--- src/rtl/vga_timing_generator.sv ---
// vga_timing_generator: raster counters, sync/blank generation and a fixed-delay
// pixel output stage that keeps sync, blank and colour aligned.
module vga_timing_generator #(
  parameter int H_ACTIVE   = 640,
  parameter int H_FP       = 16,
  parameter int H_SYNC     = 96,
  parameter int H_BP       = 48,
  parameter int V_ACTIVE   = 480,
  parameter int V_FP       = 10,
  parameter int V_SYNC     = 2,
  parameter int V_BP       = 33,
  parameter int PIPE_DELAY = 2
) (
  input  logic        vga_clk_i,
  input  logic        rst_n_i,
  input  logic [23:0] RGB_i,
  output logic [31:0] x_pos_o,
  output logic [31:0] y_pos_o,
  output logic        hsync_o,
  output logic        vsync_o,
  output logic        blank_n_o,
  output logic        sync_n_o,
  output logic [7:0]  r_o,
  output logic [7:0]  g_o,
  output logic [7:0]  b_o,
  output logic        frame_start_o
);
  localparam logic [9:0] H_LAST = 10'(H_ACTIVE + H_FP + H_SYNC + H_BP - 1);
  localparam logic [9:0] V_LAST = 10'(V_ACTIVE + V_FP + V_SYNC + V_BP - 1);
  localparam logic [9:0] H_VIS  = 10'(H_ACTIVE);
  localparam logic [9:0] V_VIS  = 10'(V_ACTIVE);
  localparam logic [9:0] HS_BEG = 10'(H_ACTIVE + H_FP);
  localparam logic [9:0] HS_END = 10'(H_ACTIVE + H_FP + H_SYNC);
  localparam logic [9:0] VS_BEG = 10'(V_ACTIVE + V_FP);
  localparam logic [9:0] VS_END = 10'(V_ACTIVE + V_FP + V_SYNC);
  logic [9:0] h_cnt, v_cnt;
  logic h_end, v_end, act, hs, vs;
  logic [PIPE_DELAY-1:0] act_d, hs_d, vs_d;
  logic [PIPE_DELAY:0] act_v, hs_v, vs_v;
  logic [23:0] rgb;
  assign h_end = h_cnt == H_LAST;
  assign v_end = v_cnt == V_LAST;
  assign act = h_cnt < H_VIS && v_cnt < V_VIS;
  assign hs = h_cnt >= HS_BEG && h_cnt < HS_END;
  assign vs = v_cnt >= VS_BEG && v_cnt < VS_END;
  // index 0 is the raw flag, index n the flag delayed by n clocks
  assign act_v = {act_d, act};
  assign hs_v = {hs_d, hs};
  assign vs_v = {vs_d, vs};
  always_ff @(posedge vga_clk_i or negedge rst_n_i)
    if (!rst_n_i) begin
      h_cnt <= '0;
      v_cnt <= '0;
      frame_start_o <= 1'b0;
      act_d <= '0;
      hs_d <= '0;
      vs_d <= '0;
      rgb <= '0;
    end else begin
      h_cnt <= h_end ? '0 : h_cnt + 10'd1;
      if (h_end) v_cnt <= v_end ? '0 : v_cnt + 10'd1;
      frame_start_o <= h_end && v_end;
      act_d <= act_v[PIPE_DELAY-1:0];
      hs_d <= hs_v[PIPE_DELAY-1:0];
      vs_d <= vs_v[PIPE_DELAY-1:0];
      rgb <= act_v[PIPE_DELAY-1] ? RGB_i : '0;
    end
  assign x_pos_o = {22'd0, h_cnt};
  assign y_pos_o = {22'd0, v_cnt};
  assign hsync_o = ~hs_v[PIPE_DELAY];
  assign vsync_o = ~vs_v[PIPE_DELAY];
  assign blank_n_o = act_v[PIPE_DELAY];
  assign sync_n_o = 1'b0;
  assign {r_o, g_o, b_o} = rgb;
endmodule

--- config.mk ---
export PLATFORM = sky130hd
export DESIGN_NAME = vga_timing_generator
export DESIGN_NICKNAME = d
export VERILOG_FILES = /design/src/rtl/vga_timing_generator.sv
export SDC_FILE = /design/constraint.sdc
export NUM_CORES = 1
export LEC_CHECK = 0
export BUFFER_PORTS_ARGS = -buffer_cell sky130_fd_sc_hd__buf_2
export CORE_ASPECT_RATIO = 1.75
export CORE_MARGIN = 1
export CORE_UTILIZATION = 33
export CTS_CLUSTER_DIAMETER = 80
export DETAILED_ROUTE_END_ITERATION = 16
export PLACE_DENSITY_LB_ADDON = 0.12
export RECOVER_POWER = 100
export SYNTH_ARGS = -nofsm -noshare
export SYNTH_HDL_FRONTEND = slang
export SYNTH_SLANG_ARGS = --single-unit
--- constraint.sdc ---
create_clock -name vga_clk_i -period 1.8 [get_ports vga_clk_i]
set_input_delay 0.54 -clock vga_clk_i [delete_from_list [all_inputs] [get_ports vga_clk_i]]
set_output_delay 0.54 -clock vga_clk_i [all_outputs]
set_load 0.05 [all_outputs]
==> results list <==
- In the routed layout, each cell is associated on average with a via count of 4.19.
- The detail route stage leaves a number of antenna-violating nets equal to 0.
- Clk slew on worst S/H paths: ~60 ps
- In the final layout, flip-flops and latches occupy between 0.001 and 0.0015 mm².
- Vias in the first global route: 1556
* Hold Path Depth: 0
* DRC violation count after routing: 0
* Deepest clock path buffer count: 2
- Adding up every negative setup slack in the final design gives 0 ps.
- Minimum setup slack in the final design: about 97 ps
- Die Footprint: roughly 0.0077 mm²
* Cells on worst reg2reg path: 6
- GR Overflow Total: 0
* Count of TritonRoute iterations in the first routing pass: 2
* Die height: about 120 µm
* Synthesized area: between 0.002 and 0.0025 mm²
- # port buffers: 73
- Max cap viols: 0
- The number of gates resized after CTS was 0.
* Worst hold endpoint: hs_d[1]$_DFF_PN0_
* Post-CTS setup buffer count: 0
- In this run the tightest slew margin relative to its limit is 17.1%.
- Post-synthesis sequential element count: around 50
- Layout fillers: approximately 730
- Post-Synthesis Cells: between 200 and 250
* Area grow syn2layout: 18.1%
- The initial utilization of the core area, before any placement, comes to 34.6%.
* Final-report setup violation count: 0
* Worst path required time: 1260 ps
- Detailed placement finished with a half-perimeter wire length of ~3500 µm.
* Most common library cell in the layout ignoring fill and taps: sky130_fd_sc_hd__dfrtp_1
- Max frequency: between 0.5 and 0.6 GHz
- Arrival time reported for the critical path endpoint: ~1200 ps
- Kind of start point of the critical path: flip-flop
- Clock tree synthesis found a total of 51 sinks.
* Wirelength, routed: 4650 µm
* Met3 usage: under 10%
- Area taken by multi-input logic gates: about 900 µm²
- In this run the critical register-to-register path is launched from h_cnt[0]$_DFF_PN0_.
* Global-route met2 utilization: 24.4%
- The worst register-to-register path has a setup slack of 150 ps.
- The number of different library cells used by synthesis comes to 37.
- Antenna Diode Count: 0
* Wire length per cell: between 10 and 15 µm
* Post-Syn Area per Cell: around 11 µm²
- Clock tree synthesis inserted a total of 5 buffers.
- Core occupancy in the finished layout: 40.9%
- Layer carrying the most global-route usage: met2
- The post-route netlist has 25.1% of its cells at a drive strength greater than 1.
- Std-Cell Rows: 40
* Setup repair after global routing missed its margin: false
- The worst setup path is captured at a primary output.
* Top fanout value on the critical path: 9
* Pin slew with the least headroom to its limit: ~1200 ps
- Count of vias placed by the detailed router: around 1600
- The max-slew violation total from the final report was 0.
- Skew-Pair Late Insertion Delay: ~290 ps
- Crit share post-route: between 90% and 100%
* Worst path cell trace: buf_2
- Dividing total power by cell area gives a power density of 936 mW/mm².
- P_leak: 1.41 nW
- In this run the most critical hold path is launched from hs_d[0]$_DFF_PN0_.
- Final #Nets: between 300 and 400
- At the placement stage, the worst setup path has a slack of about 150 ps.
- IR analysis of the VDD net gives a maximum drop of between 0.5 and 0.6 mV.
- Gpl congestion: 0.721
- In this run the critical register-to-register path is captured at v_cnt[0]$_DFFE_PN0N_.
* Pin count of the biggest net entering global routing: 52
- Wire length of the first global-routing pass: ~7500 µm
- The tree is rooted in a sky130_fd_sc_hd__clkbuf_16.
- The H-tree generated during clock tree synthesis spans 2 levels.
- The number of buffers and inverters on the critical path is 1.
* Width of the die: around 67 µm
* Crit path largest cell delay: 540 ps
- Slowest stage cell on the critical path: sky130_fd_sc_hd__dfrtp_1
- Register area share after synthesis: 53.0%
- Number of antenna violations at the first check in global routing: 0
* Proportion of register bits with asynchronous set or reset after synthesis: 100%
- Buffers inserted to repair hold after CTS numbered 0.
- Status: completed
- Core Area: approximately 0.007 mm²
- The tightest min-delay check is of the flip-flop to flip-flop type.
* TritonCTS clock tree: built
* Number of enable-type register cells in the synthesized netlist: 0
- Across the routed clock network, the largest skew measured is between 5 and 6 ps.
- Final total power: 0.00266 W
- Period minus WS final: 1700 ps
- Leaving out fill and tap cells, the most frequent cells in the layout are 49 x sky130_fd_sc_hd__dfrtp_1, 45 x sky130_fd_sc_hd__conb_1, 27 x sky130_fd_sc_hd__clkbuf_1.
- Critical path's top delay family: flip-flops
- Synth Flop Type: sky130_fd_sc_hd__dfrtp_1
- between 100 and 150 I/O pins were placed.
* Hold violation total from the final report: 0
* GR Layer Usage met1: about 14%
- During synthesis, Yosys emitted a total of 0 warnings.
- Initial drt markers: approximately 100
- Overall track demand over capacity in global routing: a little over an eighth
* Startpoint-to-endpoint class of the critical path: flip-flop to primary output
cell families after synthesis:
| logic type | Yosys count | synth area share (%) |
|---|---|---|
| AND/OR/NAND/NOR | 76 | 21.5 |
| other | 1 | 0.156 |
| buffers and inverters | 56 | 16.1 |
| XOR/XNOR | 13 | 5.04 |
| AO/OA/AOI/OAI | 9 | 2.18 |
| flip-flops | 51 | 53.0 |
| adder cells (fa/ha/maj) | 4 | 2.08 |
state kept, by name, indices dropped and copies added, names as in the netlist:
name           cells
act_d              2
frame_start_o      1
h_cnt             10
hs_d               2
rgb               24
v_cnt             10
vs_d               2
layer usage:
layer	part of all wire, %	vias to the layer above
met5	0	-
met4	2.4	0
met3	6.2	7
met2	56	65
met1	35	748
li1	-	753
worst max-delay path by stage:
stage	startpoint	endpoint	slack [ps]	depth (start not counted)
after floorplan	h_cnt[4]$_DFF_PN0_	v_cnt[8]$_DFFE_PN0N_	50	6
after detailed placement	h_cnt[0]$_DFF_PN0_	v_cnt[0]$_DFFE_PN0N_	150	6
after CTS	h_cnt[4]$_DFF_PN0_	x_pos_o[4]	80	1
final	h_cnt[4]$_DFF_PN0_	x_pos_o[4]	100	1
after global routing	rst_n_i	h_cnt[1]$_DFF_PN0_	5	2
after global placement	h_cnt[0]$_DFF_PN0_	v_cnt[1]$_DFFE_PN0N_	190	6
cells in the mapped netlist (2+ instances only):
cell / count / area share (%)
sky130_fd_sc_hd__xor2_1: 4 / 1.5
sky130_fd_sc_hd__xnor2_1: 8 / 2.9
sky130_fd_sc_hd__and3_2: 2 / 0.62
sky130_fd_sc_hd__clkbuf_1: 2 / 0.31
sky130_fd_sc_hd__inv_1: 7 / 1.1
sky130_fd_sc_hd__nand4_1: 4 / 1.0
sky130_fd_sc_hd__and2_1: 25 / 6.5
sky130_fd_sc_hd__o21ai_0: 6 / 1.2
sky130_fd_sc_hd__buf_4: 45 / 14
sky130_fd_sc_hd__nor2_1: 10 / 1.6
sky130_fd_sc_hd__dfrtp_1: 51 / 53
sky130_fd_sc_hd__nand2_1: 6 / 0.93
sky130_fd_sc_hd__nand3_1: 9 / 1.9
sky130_fd_sc_hd__nor4_2: 2 / 1.0
sky130_fd_sc_hd__and3_1: 4 / 1.0
sky130_fd_sc_hd__ha_1: 4 / 2.1
through the flow:
step	std cells	area, µm²	hold WS [ps]
after floorplan	254	2580	244
after global placement	367	2740	334
after detailed placement	367	2740	335
after CTS	375	2910	243
after global routing	375	2850	359
final	375	2850	348
area by class of cell:
cell class,instances,share of cell area (%)
Clock buffer,6,4.88
Clock inverter,2,1.23
Inverter,7,0.923
Multi-Input combinational cell,147,31.6
Sequential cell,51,44.9
Tap cell,84,3.69
Timing Repair Buffer,78,12.8
report_power, final:
| group | switching (W) | internal (W) | total [W] |
|---|---|---|---|
| Clock | 0.000403 | 0.000691 | 0.00109 |
| Sequential | 0.00000659 | 0.00117 | 0.00118 |
| Combinational | 0.000348 | 0.0000423 | 0.000390 |
| Total | 0.000758 | 0.00191 | 0.00266 |
Power figures use the tool's default switching activity.
